**src/rtl/writeback_stage.sv**
```systemverilog
`default_nettype none
// ============================================================================
// Module   : writeback_stage
// Purpose  : Final pipeline stage. Registers the MEM/WB boundary, waits for
//            data-memory read responses (with a bounded timeout), extracts and
//            sign/zero-extends load data, selects the writeback source and
//            drives the register-file write port. Owns stall_mem, which
//            freezes every upstream pipeline register while a load response
//            is outstanding.
// Ports    : clk, rst_n (sync, active-low)
//            MEM stage in : mem_valid, write_en_mem, write_reg_mem, wb_sel_mem,
//                           rd_en_mem, width_mem, unsigned_sel_mem,
//                           alu_result_mem, next_pc_mem, random_mem
//            Dmem resp in : dmem_rvalid, dmem_rdata
//            RF port out  : write_enable, write_reg, write_data
//            Status out   : stall_mem, load_fault (sticky), retired_count
// Options  : WB_RETIRE_CNT_EN - when defined, builds the 32-bit retired
//            instruction counter; otherwise retired_count is tied to 0.
// Revision : 1.0 - initial release
// ============================================================================
module writeback_stage #(
  parameter int LOAD_TIMEOUT = 255
) (
  input  logic        clk,
  input  logic        rst_n,
  input  logic        mem_valid,
  input  logic        write_en_mem,
  input  logic [4:0]  write_reg_mem,
  input  logic [1:0]  wb_sel_mem,
  input  logic        rd_en_mem,
  input  logic [1:0]  width_mem,
  input  logic        unsigned_sel_mem,
  input  logic [31:0] alu_result_mem,
  input  logic [31:0] next_pc_mem,
  input  logic [31:0] random_mem,
  input  logic        dmem_rvalid,
  input  logic [31:0] dmem_rdata,
  output logic        write_enable,
  output logic [4:0]  write_reg,
  output logic [31:0] write_data,
  output logic        stall_mem,
  output logic        load_fault,
  output logic [31:0] retired_count
);

  localparam logic [0:0]  c_ST_RUN       = 1'b0;
  localparam logic [0:0]  c_ST_LOAD_WAIT = 1'b1;
  localparam logic [15:0] c_LOAD_TIMEOUT = 16'(LOAD_TIMEOUT);

  localparam logic [1:0]  c_SEL_ALU  = 2'd0;
  localparam logic [1:0]  c_SEL_LOAD = 2'd1;
  localparam logic [1:0]  c_SEL_LINK = 2'd2;

  localparam logic [1:0]  c_W_BYTE = 2'd0;
  localparam logic [1:0]  c_W_HALF = 2'd1;

  // MEM/WB pipeline register
  logic        r_wb_valid;
  logic        r_wb_write_en;
  logic [4:0]  r_wb_write_reg;
  logic [1:0]  r_wb_sel;
  logic        r_wb_rd_en;
  logic [1:0]  r_wb_width;
  logic        r_wb_unsigned_sel;
  logic [31:0] r_wb_alu_result;
  logic [31:0] r_wb_next_pc;
  logic [31:0] r_wb_random;

  logic [0:0]  r_state;
  logic [0:0]  w_state_next;
  logic [15:0] r_count;
  logic        r_load_fault;

  logic        w_timeout_hit;
  logic        w_stall;
  logic        w_retire;
  logic [1:0]  w_offset;
  logic [7:0]  w_byte;
  logic [15:0] w_half;
  logic [31:0] w_load_data;

  always_ff @(posedge clk) begin
    if (!rst_n) begin
      r_wb_valid        <= 1'b0;
      r_wb_write_en     <= 1'b0;
      r_wb_write_reg    <= 5'd0;
      r_wb_sel          <= 2'd0;
      r_wb_rd_en        <= 1'b0;
      r_wb_width        <= 2'd0;
      r_wb_unsigned_sel <= 1'b0;
      r_wb_alu_result   <= 32'd0;
      r_wb_next_pc      <= 32'd0;
      r_wb_random       <= 32'd0;
    end else if (!w_stall) begin
      r_wb_valid        <= mem_valid;
      r_wb_write_en     <= write_en_mem;
      r_wb_write_reg    <= write_reg_mem;
      r_wb_sel          <= wb_sel_mem;
      r_wb_rd_en        <= rd_en_mem;
      r_wb_width        <= width_mem;
      r_wb_unsigned_sel <= unsigned_sel_mem;
      r_wb_alu_result   <= alu_result_mem;
      r_wb_next_pc      <= next_pc_mem;
      r_wb_random       <= random_mem;
    end
  end

  // FSM: state register
  always_ff @(posedge clk) begin
    if (!rst_n) begin
      r_state <= c_ST_RUN;
    end else begin
      r_state <= w_state_next;
    end
  end

  // FSM: next-state logic
  always_comb begin
    w_state_next = r_state;
    case (r_state)
      c_ST_RUN: begin
        if (r_wb_valid && r_wb_rd_en && !dmem_rvalid) begin
          w_state_next = c_ST_LOAD_WAIT;
        end
      end
      default: begin
        if (dmem_rvalid || (r_count == c_LOAD_TIMEOUT)) begin
          w_state_next = c_ST_RUN;
        end
      end
    endcase
  end

  // FSM: outputs. A load stalls from its first cycle in WB, even before the
  // FSM has moved to LOAD_WAIT, so the upstream stages never overrun it.
  always_comb begin
    w_timeout_hit = (r_state == c_ST_LOAD_WAIT) && (r_count == c_LOAD_TIMEOUT)
                    && !dmem_rvalid;
    w_stall       = r_wb_valid && r_wb_rd_en && !dmem_rvalid && !w_timeout_hit;
    w_retire      = r_wb_valid && (!r_wb_rd_en || dmem_rvalid || w_timeout_hit);
  end

  // Wait counter: held at 0 in RUN, so it is already clear on LOAD_WAIT entry.
  // Saturates at the timeout value; the FSM leaves LOAD_WAIT on that cycle.
  always_ff @(posedge clk) begin
    if (!rst_n) begin
      r_count <= 16'd0;
    end else if (r_state == c_ST_RUN) begin
      r_count <= 16'd0;
    end else if (r_count != c_LOAD_TIMEOUT) begin
      r_count <= r_count + 16'd1;
    end
  end

  always_ff @(posedge clk) begin
    if (!rst_n) begin
      r_load_fault <= 1'b0;
    end else if (w_timeout_hit) begin
      r_load_fault <= 1'b1;
    end
  end

  // Load lane extraction. Half-word loads use only offset bit 1.
  always_comb begin
    w_offset = r_wb_alu_result[1:0];
    w_byte   = dmem_rdata[{w_offset, 3'b000} +: 8];
    w_half   = dmem_rdata[{w_offset[1], 4'b0000} +: 16];
    case (r_wb_width)
      c_W_BYTE: w_load_data = {{24{!r_wb_unsigned_sel && w_byte[7]}}, w_byte};
      c_W_HALF: w_load_data = {{16{!r_wb_unsigned_sel && w_half[15]}}, w_half};
      default:  w_load_data = dmem_rdata;
    endcase
  end

  always_comb begin
    case (r_wb_sel)
      c_SEL_ALU:  write_data = r_wb_alu_result;
      c_SEL_LOAD: write_data = w_timeout_hit ? 32'd0 : w_load_data;
      c_SEL_LINK: write_data = r_wb_next_pc;
      default:    write_data = r_wb_random;
    endcase
  end

  assign write_enable = w_retire && r_wb_write_en && (r_wb_write_reg != 5'd0);
  assign write_reg    = r_wb_write_reg;
  assign stall_mem    = w_stall;
  assign load_fault   = r_load_fault;

`ifdef WB_RETIRE_CNT_EN
  logic [31:0] r_retired_count;

  // Counts every retire, including faulted loads and x0 writes; wraps.
  always_ff @(posedge clk) begin
    if (!rst_n) begin
      r_retired_count <= 32'd0;
    end else if (w_retire) begin
      r_retired_count <= r_retired_count + 32'd1;
    end
  end

  assign retired_count = r_retired_count;
`else
  assign retired_count = 32'd0;
`endif

endmodule
`default_nettype wire

```
**config.mk**
```make
export PLATFORM = sky130hd
export DESIGN_NAME = writeback_stage
export DESIGN_NICKNAME = d
export VERILOG_FILES = /design/src/rtl/writeback_stage.sv
export SDC_FILE = /design/constraint.sdc
export NUM_CORES = 1
export LEC_CHECK = 0
export ABC_CLOCK_PERIOD_IN_PS = 6060
export BUFFER_PORTS_ARGS = -buffer_cell sky130_fd_sc_hd__buf_2
export CORE_MARGIN = 2
export CORE_UTILIZATION = 55
export CTS_CLUSTER_DIAMETER = 150
export DETAILED_ROUTE_END_ITERATION = 8
export GPL_TIMING_DRIVEN = 0
export PLACE_DENSITY_LB_ADDON = 0.2
export SETUP_SLACK_MARGIN = 0.15
export SYNTH_ARGS = -nofsm -noshare
export SYNTH_HDL_FRONTEND = slang
export SYNTH_SLANG_ARGS = --single-unit
```
**constraint.sdc**
```tcl
create_clock -name clk -period 6.06 [get_ports clk]
set_input_delay 1.212 -clock clk [delete_from_list [all_inputs] [get_ports clk]]
set_output_delay 1.212 -clock clk [all_outputs]
set_load 0.02 [all_outputs]
```
==> results_dict.tcl, run 1 <==
set metrics [dict create \
    comb_power_share 0.163 \
    num_rows 40 \
    reg.largest.list "r_wb_alu_result: 32 flops, r_wb_next_pc: 32 flops, r_wb_random: 32 flops" \
    critPathCapture "write_data[12]" \
    area_growth_pct 27.2 \
    r2r_end "r_wb_next_pc[26]" \
    fin_cells 1203 \
    synthAdderAreaFrac 0.00190 \
    globalplace.congestion 0.957 \
    ios 216 \
    dr.first_iter.drc_count 627 \
    switching_share 0.265 \
    status "completed" \
    track_usage 0.334 \
    worstRegToRegCells 9 \
    max_freq_mhz 233 \
    seq_area_frac_synth 0.385 \
    grt_pass1_wl_um 32500 \
    finClkSkew_ns 0.00515 \
    cts.root.buffer_cell "clkbuf_16" \
    r2r_slack_ns 3.52 \
    clk_pin_slew_ns 0.05 \
    cts_hold_buf 0 \
    synth-simple-area-share 0.235 \
    wl_per_cell_um 18.2 \
    grt_remaining_overflow 0 \
    clock_path_buffers 2 \
    static-leakage-power_nw 3.57 \
    hold_viol 0 \
    synth_compound_area_frac 0.186 \
    rsz0062_at_grt "no" \
    drive_gt1_frac 0.282 \
    worstPathMaxFanout 10 \
    grt_max_degree 17 \
    post_cts_resized 0 \
    dieHeight_um 114 \
    avgSynthCellArea_sq_um 8.14 \
    fin_util 0.708 \
    synth_seq_cells 127 \
    period_minus_slack_ns 4.29 \
    r2r-start "r_count[0]" \
    multi_input_area_sq_um 3570 \
    critPathKind "reg -> out" \
    n_fill_cell 1034 \
    antenna_found_initial 1 \
    crit_arrival_ns 3.08 \
    syn_area_sq_um 6600 \
    port_buffers 182 \
    async_flop_share 0 \
    yosys_warnings 0 \
    slew_headroom 0.358 \
    cp_data_required_time_ns 4.85 \
    dp.cells 1171 \
    setup_viol 0 \
    synth_top_family_by_area "simple AND/OR/NAND/NOR gates" \
    power_frac_clock 0.443 \
    min_path_type "reg -> reg" \
    fin_tns_setup_ns 0 \
    fp.dieW_um 114 \
    dpl.hpwl_um 16500 \
    via_per_inst 5.81 \
    detail_route.first_pass.iterations 6 \
    insertion_delay_ns 0.43 \
    cp-start-kind "flop" \
    first_global_vias 6228 \
    power_switching_uw 611 \
    ys_types 50 \
    holdWs_ns 0.459 \
    finalWirelength_um 21900 \
    die-area_sq_um 12900 \
    pwr-share-seq 0.393 \
    cts_sinks 127 \
    synth_top_flop_cell "dfxtp_1" \
    fin_nets 1188 \
    ant_nets 0 \
    drv_slew 0 \
    cts_max_level 4 \
    cts_setup_buffers 0 \
    synth_enable_flop_cells 0 \
    intPower_mw 1.70 \
    crit_path_start "r_wb_sel[0]" \
    ir_drop_mv 0.252 \
    cts_tree "yes" \
    tightest_slew_ns 0.956 \
    cap_violations 0 \
    synth_xor_xnor_area_share 0.0146 \
    start_util 0.556 \
    drc 0 \
    core_sq_um 11900 \
    cts_buffers 17 \
    syn_inst 811 \
    synth_mux_area_frac 0.0850 \
    fin_crit_sh 0.708 \
    vias 6984 \
    seq_area_sq_um 2540 \
    power.density_nw_per_um2 275 \
    cp-end-kind "output pin" \
]
[worst min path at each step]
stage | start | endpoint | slack [ns] | cells after the start
after floorplan | r_wb_next_pc[16] | r_wb_next_pc[16] | 0.43 | 2
after global placement | r_wb_next_pc[19] | r_wb_next_pc[19] | 0.44 | 2
after detailed placement | r_wb_next_pc[19] | r_wb_next_pc[19] | 0.45 | 2
after CTS | r_wb_next_pc[12] | r_wb_next_pc[12] | 0.46 | 2
after global routing | r_wb_next_pc[14] | r_wb_next_pc[14] | 0.48 | 2
final | r_wb_next_pc[14] | r_wb_next_pc[14] | 0.46 | 2
[metal layers]
| metal | global-route usage | vias to the layer above | wire length, um |
|---|---|---|---|
| li1 | - | 3286 | - |
| met1 | 0.421 | 3224 | 8830 |
| met2 | 0.546 | 408 | 10100 |
| met3 | 0.0808 | 66 | 2220 |
| met4 | 0.149 | 0 | 830 |
| met5 | 0 | - | 0 |
[cell usage in the layout, fill, tap and decap left out, types with 2 or more instances in the layout]
cell	instances
a211oi_1	8
a21oi_1	30
a221o_1	16
a22oi_1	8
a32o_1	7
and2_1	2
and3_1	6
buf_1	5
buf_2	193
buf_4	34
buf_6	6
bufinv_16	3
clkbuf_1	56
clkbuf_16	17
clkbuf_8	2
clkinv_2	4
conb_1	32
dfxtp_1	127
inv_1	3
mux2_2	24
mux2i_1	11
mux4_2	8
nand2_1	123
nand2b_1	16
nand3_1	115
nor2_1	15
nor2b_1	3
nor3_1	5
nor3b_1	21
o21a_1	3
o21ai_0	91
o21ai_1	20
o21bai_1	9
or3_1	3
xnor2_1	7
xor2_1	4
[critical path, cell delays in order (launching register included)]
cell	delay, ns
dfxtp_1	0.30
clkbuf_1	0.41
buf_1	0.68
buf_2	0.43
mux2i_1	0.32
a21oi_1	0.10
o21bai_1	0.21
buf_2	0.18
[cells by family after synthesis]
kind of cell,count (synthesis)
muxes,43
AOI/OAI and AO/OA,200
and+or+nand+nor,317
DFF,127
xor gates and xnor gates,11
other,1
buffers and inverters,111
adders and majority gates,1
[power groups by stage]
stage / clock (mW) / sequential (mW) / combinational, mW
2_1_floorplan: 0 / 0.915 / 0.232
3_3_place_gp: 0 / 0.922 / 0.365
3_5_place_dp: 0 / 0.923 / 0.367
4_1_cts: 1.02 / 0.906 / 0.370
5_1_grt: 1.06 / 0.910 / 0.401
6_report: 1.02 / 0.907 / 0.377
[Yosys cell counts, types with 7 or more instances]
cell	instances	area, sq um
a32o_1	7	70.1
a221o_1	16	160
a22oi_1	8	60.1
o21ai_1	20	100
mux4_2	8	180
clkbuf_1	51	191
mux2_2	24	270
nand2_1	123	462
a21oi_1	30	150
nor2_1	15	56.3
nor3b_1	21	158
buf_2	11	55.1
buf_4	34	255
o21bai_1	9	67.6
nand3_1	115	576
o21ai_0	91	455
nand2b_1	16	100
dfxtp_1	127	2540
xnor2_1	7	61.3
mux2i_1	11	110
a211oi_1	8	60.1
[through the flow]
stage | worst slack, ns | area (sq um) | power, mW
4_1_cts | 1.84 | 8390 | 2.30
5_1_grt | 1.68 | 8390 | 2.37
6_report | 1.77 | 8390 | 2.31
2_1_floorplan | 2.43 | 6710 | 1.15
3_3_place_gp | 2.02 | 7810 | 1.29
3_5_place_dp | 2.01 | 7810 | 1.29
[area by class of cell]
| type | instances | area share |
|---|---|---|
| Multi-Input combinational cell | 604 | 0.425 |
| Clock buffer | 24 | 0.0562 |
| Sequential cell | 127 | 0.303 |
| Clock inverter | 7 | 0.0131 |
| Tap cell | 147 | 0.0219 |
| Buffer | 108 | 0.0707 |
| Timing Repair Buffer | 182 | 0.109 |
| Antenna cell | 1 | 0.000298 |
| Inverter | 3 | 0.00134 |
Note: power is estimated with default switching activity, not from simulation.
==> run 2, diff against run 1 <==
Settings changed: ABC_CLOCK_PERIOD_IN_PS 6060 to 4300, CORE_UTILIZATION 55 to 51.
Clock period 6.06 ns to 4.3 ns, I/O delays scaled along.
==> results_dict.tcl, run 2 (synthesis results as in run 1) <==
set metrics [dict create \
    finClkSkew_ns 0.00499 \
    cpPeakStageDelay_ns 0.62 \
    cts_setup_buffers 0 \
    dpl.hpwl_um 16900 \
    num_rows 41 \
    hold_depth 2 \
    drv_slew 0 \
    power.density_nw_per_um2 377 \
    fin_tns_setup_ns 0 \
    worstRegToRegCells 10 \
    drive_gt1_frac 0.286 \
    cts_buffers 17 \
    rsz0062_at_grt "no" \
    fin_nets 1188 \
    cts_tree "yes" \
    area_growth_pct 27.3 \
    vias 6956 \
    fin_total_pwr_mw 3.17 \
    first_global_vias 6492 \
    via_per_inst 5.67 \
    cap_violations 0 \
    grt_pass1_wl_um 34200 \
    start_util 0.523 \
    fp.dieW_um 118 \
    track_usage 0.318 \
    crit_slowest_cell "buf_1" \
    fin_crit_sh 0.915 \
    status "completed" \
    post_cts_resized 0 \
    cp-start-kind "flop" \
    r2r_slack_ns 1.72 \
    port_buffers 182 \
    n_fill_cell 1194 \
    detail_route.first_pass.iterations 5 \
    grt_max_degree 17 \
    slew_headroom 0.371 \
    antenna_found_initial 1 \
    ant_nets 0 \
    cts_hold_buf 0 \
    dr.first_iter.drc_count 667 \
    mostFrequentLayoutCells "buf_2, dfxtp_1, nand2_1, nand3_1, o21ai_0" \
    cp_data_required_time_ns 3.44 \
    crit_cells 6 \
    cts_max_level 4 \
    reg.largest.list "r_wb_alu_result: 32 flops, r_wb_next_pc: 32 flops, r_wb_random: 32 flops" \
    clock_path_buffers 2 \
    r2r-start "r_count[0]" \
    r2r_end "r_wb_next_pc[24]" \
    ios 216 \
    insertion_delay_ns 0.42 \
    dieHeight_um 118 \
    globalplace.congestion 0.954 \
    die-area_sq_um 13900 \
    critPathBufInv 4 \
    grt_remaining_overflow 0 \
    crit_arrival_ns 3.08 \
    drc 0 \
    cts_sinks 127 \
    cp-end-kind "output pin" \
    layout_commonest_cell "buf_2" \
    finalWirelength_um 22300 \
    clk_pin_slew_ns 0.05 \
    cts.root.buffer_cell "clkbuf_16" \
    wl_per_cell_um 18.2 \
    max_freq_mhz 254 \
    hold_viol 0 \
    static-leakage-power_nw 3.57 \
    period_minus_slack_ns 3.94 \
    min_path_type "reg -> reg" \
    ir_drop_mv 0.251 \
    crit_top_cell "buf_1" \
    hp-start "r_wb_next_pc[10]" \
    tightest_slew_ns 0.937 \
    core_sq_um 12600 \
    critPathKind "reg -> out" \
    path_cells "clkbuf_1 > buf_1 > buf_1 > mux2i_1 > a22oi_1 > buf_2" \
    holdWs_ns 0.459 \
    setup_viol 0 \
    worstPathMaxFanout 10 \
    cp_top_family "buffers and inverters" \
    holdPathEnd "r_wb_next_pc[10]" \
]
-- run 2: power by group --
part	internal [mW]	total [mW]	switching, mW
clock	0.857	1.36	0.501
sequential	1.24	1.28	0.0402
combinational	0.216	0.532	0.315
total	2.31	3.17	0.856
-- run 2: worst max path at each step --
stage                     endpoint         from  slack, ns
finish               write_data[7]  r_wb_sel[0]       0.36
global route         write_data[7]  r_wb_sel[0]       0.32
CTS                  write_data[7]  r_wb_sel[0]       0.48
detailed placement   write_data[7]  r_wb_sel[0]       0.93
global placement     write_data[7]  r_wb_sel[0]       0.91
floorplan           write_data[17]   r_count[0]       1.36
-- run 2: area by class of cell --
| cell class | instances | area [sq um] | area share |
|---|---|---|---|
| Sequential cell | 127 | 2540 | 0.303 |
| Buffer | 108 | 593 | 0.0706 |
| Multi-Input combinational cell | 604 | 3570 | 0.425 |
| Antenna cell | 1 | 2.50 | 0.000298 |
| Clock buffer | 23 | 498 | 0.0593 |
| Clock inverter | 7 | 60.1 | 0.00715 |
| Inverter | 3 | 11.3 | 0.00134 |
| Tap cell | 172 | 215 | 0.0256 |
| Timing Repair Buffer | 182 | 911 | 0.108 |
-- run 2: stage by stage --
stage          setup WS, ns  instance area (sq um)  utilization  instances
6_report              0.364                   8400        0.666       1227
5_1_grt               0.319                   8400        0.665       1226
4_1_cts               0.482                   8400        0.665       1226
3_5_place_dp          0.931                   7840        0.621       1196
3_3_place_gp          0.906                   7840        0.621       1196
2_1_floorplan          1.36                   6710            -        842
-- run 2: worst register-to-register path, cell delays in order, from the launching register on --
cell and delay (ns):
dfxtp_1 0.34, ha_1 0.23, and3_1 0.19, and4_1 0.20, buf_4 0.15, a211oi_4 0.57
buf_6 0.25, buf_6 0.18, buf_6 0.16, nand3_1 0.11, o21ai_1 0.12
-- run 2: routing by layer --
layer / GRT usage / share of wire
met1: 0.405 / 0.41
met2: 0.507 / 0.46
met3: 0.0940 / 0.10
met4: 0.129 / 0.034
met5: 0 / 0
==> run 3, diff against run 2 <==
Settings changed: CELL_PAD_IN_SITES_DETAIL_PLACEMENT set to 0, CELL_PAD_IN_SITES_GLOBAL_PLACEMENT set to 1, CORE_UTILIZATION 51 to 37.
==> results_dict.tcl, run 3 (synthesis results as in run 1) <==
set metrics [dict create \
    dpl.hpwl_um 18900 \
    crit_slowest_cell "a211oi_4" \
    status "completed" \
    clock_path_buffers 2 \
    cp_data_required_time_ns 3.44 \
    port_buffers 182 \
    slew_headroom 0.358 \
    hp-start "r_wb_next_pc[8]" \
    cts_buffers 17 \
    finClkSkew_ns 0.00489 \
    core_sq_um 17400 \
    drive_gt1_frac 0.288 \
    critPathKind "reg -> out" \
    r2r_slack_ns 1.69 \
    fin_nets 1188 \
    cts_tree "yes" \
    min_path_type "reg -> reg" \
    rsz0062_at_grt "no" \
    antenna_found_initial 0 \
    finalWirelength_um 24600 \
    crit_cells 9 \
    r2r-start "r_count[0]" \
    worstRegToRegCells 10 \
    period_minus_slack_ns 3.82 \
    vias 6783 \
    fin_crit_sh 0.889 \
    cts.root.buffer_cell "clkbuf_16" \
    via_per_inst 5.30 \
    clk_pin_slew_ns 0.06 \
    wl_per_cell_um 19.2 \
    ant_nets 0 \
    crit_arrival_ns 2.96 \
    hold_viol 0 \
    tightest_slew_ns 0.955 \
    holdPathEnd "r_wb_next_pc[8]" \
    cts_setup_buffers 0 \
    cpPeakStageDelay_ns 0.61 \
    first_global_vias 6252 \
    diodes 0 \
    cts_max_level 4 \
    r2r_end "r_wb_next_pc[11]" \
    critPathBufInv 5 \
    setup_viol 0 \
    globalplace.congestion 0.919 \
    cp-end-kind "output pin" \
    cp-start-kind "flop" \
    path_cells "ha_1 > and3_1 > and4_1 > buf_4 > a211oi_4 > buf_6 > buf_6 > buf_4 > buf_2" \
    num_rows 48 \
    track_usage 0.259 \
    die-area_sq_um 18900 \
    fin_total_pwr_mw 3.37 \
    hold_depth 2 \
    power.density_nw_per_um2 395 \
    cts_sinks 127 \
    static-leakage-power_nw 3.60 \
    start_util 0.380 \
    drv_slew 0 \
    drc 0 \
    insertion_delay_ns 0.42 \
    n_fill_cell 1765 \
    max_freq_mhz 261 \
    area_growth_pct 29.4 \
    fp.dieW_um 138 \
    detail_route.first_pass.iterations 5 \
    grt_remaining_overflow 0 \
    mostFrequentLayoutCells "buf_2, dfxtp_1, nand2_1, nand3_1, o21ai_0" \
    ios 216 \
    cp_top_family "buffers and inverters" \
    worstPathMaxFanout 10 \
    fin_tns_setup_ns 0 \
    reg.largest.list "r_wb_alu_result: 32 flops, r_wb_next_pc: 32 flops, r_wb_random: 32 flops" \
    ir_drop_mv 0.254 \
    dr.first_iter.drc_count 554 \
    grt_max_degree 17 \
    grt_pass1_wl_um 35700 \
    layout_commonest_cell "buf_2" \
    dieHeight_um 138 \
    cap_violations 0 \
]
[run 3: changes by cell type in the layout (fill, tap and decap cells not counted), sizes merged]
cell	change
diode	-1
clkbuf	-1
buf	-1
clkinvlp	+1
bufinv	+3
[run 3: worst min-delay path, stage by stage, from the launching register on]
cell     delay [ns]
dfxtp_1        0.31
nand3_1        0.06
o21ai_1        0.05
[run 3: repair_timing]
action,in CTS,in global routing
resized for setup,0,1
hold buffers,0,0
endpoints found under the setup margin,0,1
[run 3: how the worst max path moves through the flow]
stage | start | to | slack [ns]
CTS | r_wb_sel[0] | write_data[14] | 0.25
floorplan | r_count[0] | write_data[17] | 1.36
detailed placement | r_wb_sel[0] | write_data[14] | 0.71
global placement | r_wb_sel[0] | write_data[7] | 0.74
finish | r_count[0] | stall_mem | 0.48
global route | r_count[0] | stall_mem | 0.35
[run 3: cell type report]
class                      count  area [sq um]  area share
multi-input combinational    604          3570       0.418
timing repair buffer         182           911       0.107
tap                          225           282      0.0330
buffer                       108           594      0.0696
sequential                   127          2540       0.298
clock inverter                11           161      0.0189
inverter                       3          11.3     0.00132
clock buffer                  21           470      0.0551
[run 3: power by group]
| group | leakage [nW] | internal (mW) | switching (mW) |
|---|---|---|---|
| registers | 1.05 | 1.24 | 0.0391 |
| clock network | 0.313 | 1.01 | 0.535 |
| logic | 2.23 | 0.217 | 0.328 |
[run 3: per-layer routing]
layer  wire [um]  up-vias  global-route usage
li1            -     3280                   -
met1       10700     3160               0.345
met2       11100      308               0.410
met3        2130       35              0.0614
met4         647        0              0.0911
met5           0        -                   0
[run 3: stage by stage]
| step | area, sq um | setup slack (ns) | hold slack [ns] | instances | util |
|---|---|---|---|---|---|
| detailed placement | 7910 | 0.715 | 0.448 | 1249 | 0.456 |
| global route | 8540 | 0.348 | 0.474 | 1281 | 0.492 |
| finish | 8540 | 0.475 | 0.456 | 1281 | 0.492 |
| global placement | 7910 | 0.735 | 0.444 | 1249 | 0.456 |
| floorplan | 6710 | 1.36 | 0.434 | 842 | - |
| CTS | 8540 | 0.253 | 0.456 | 1281 | 0.492 |
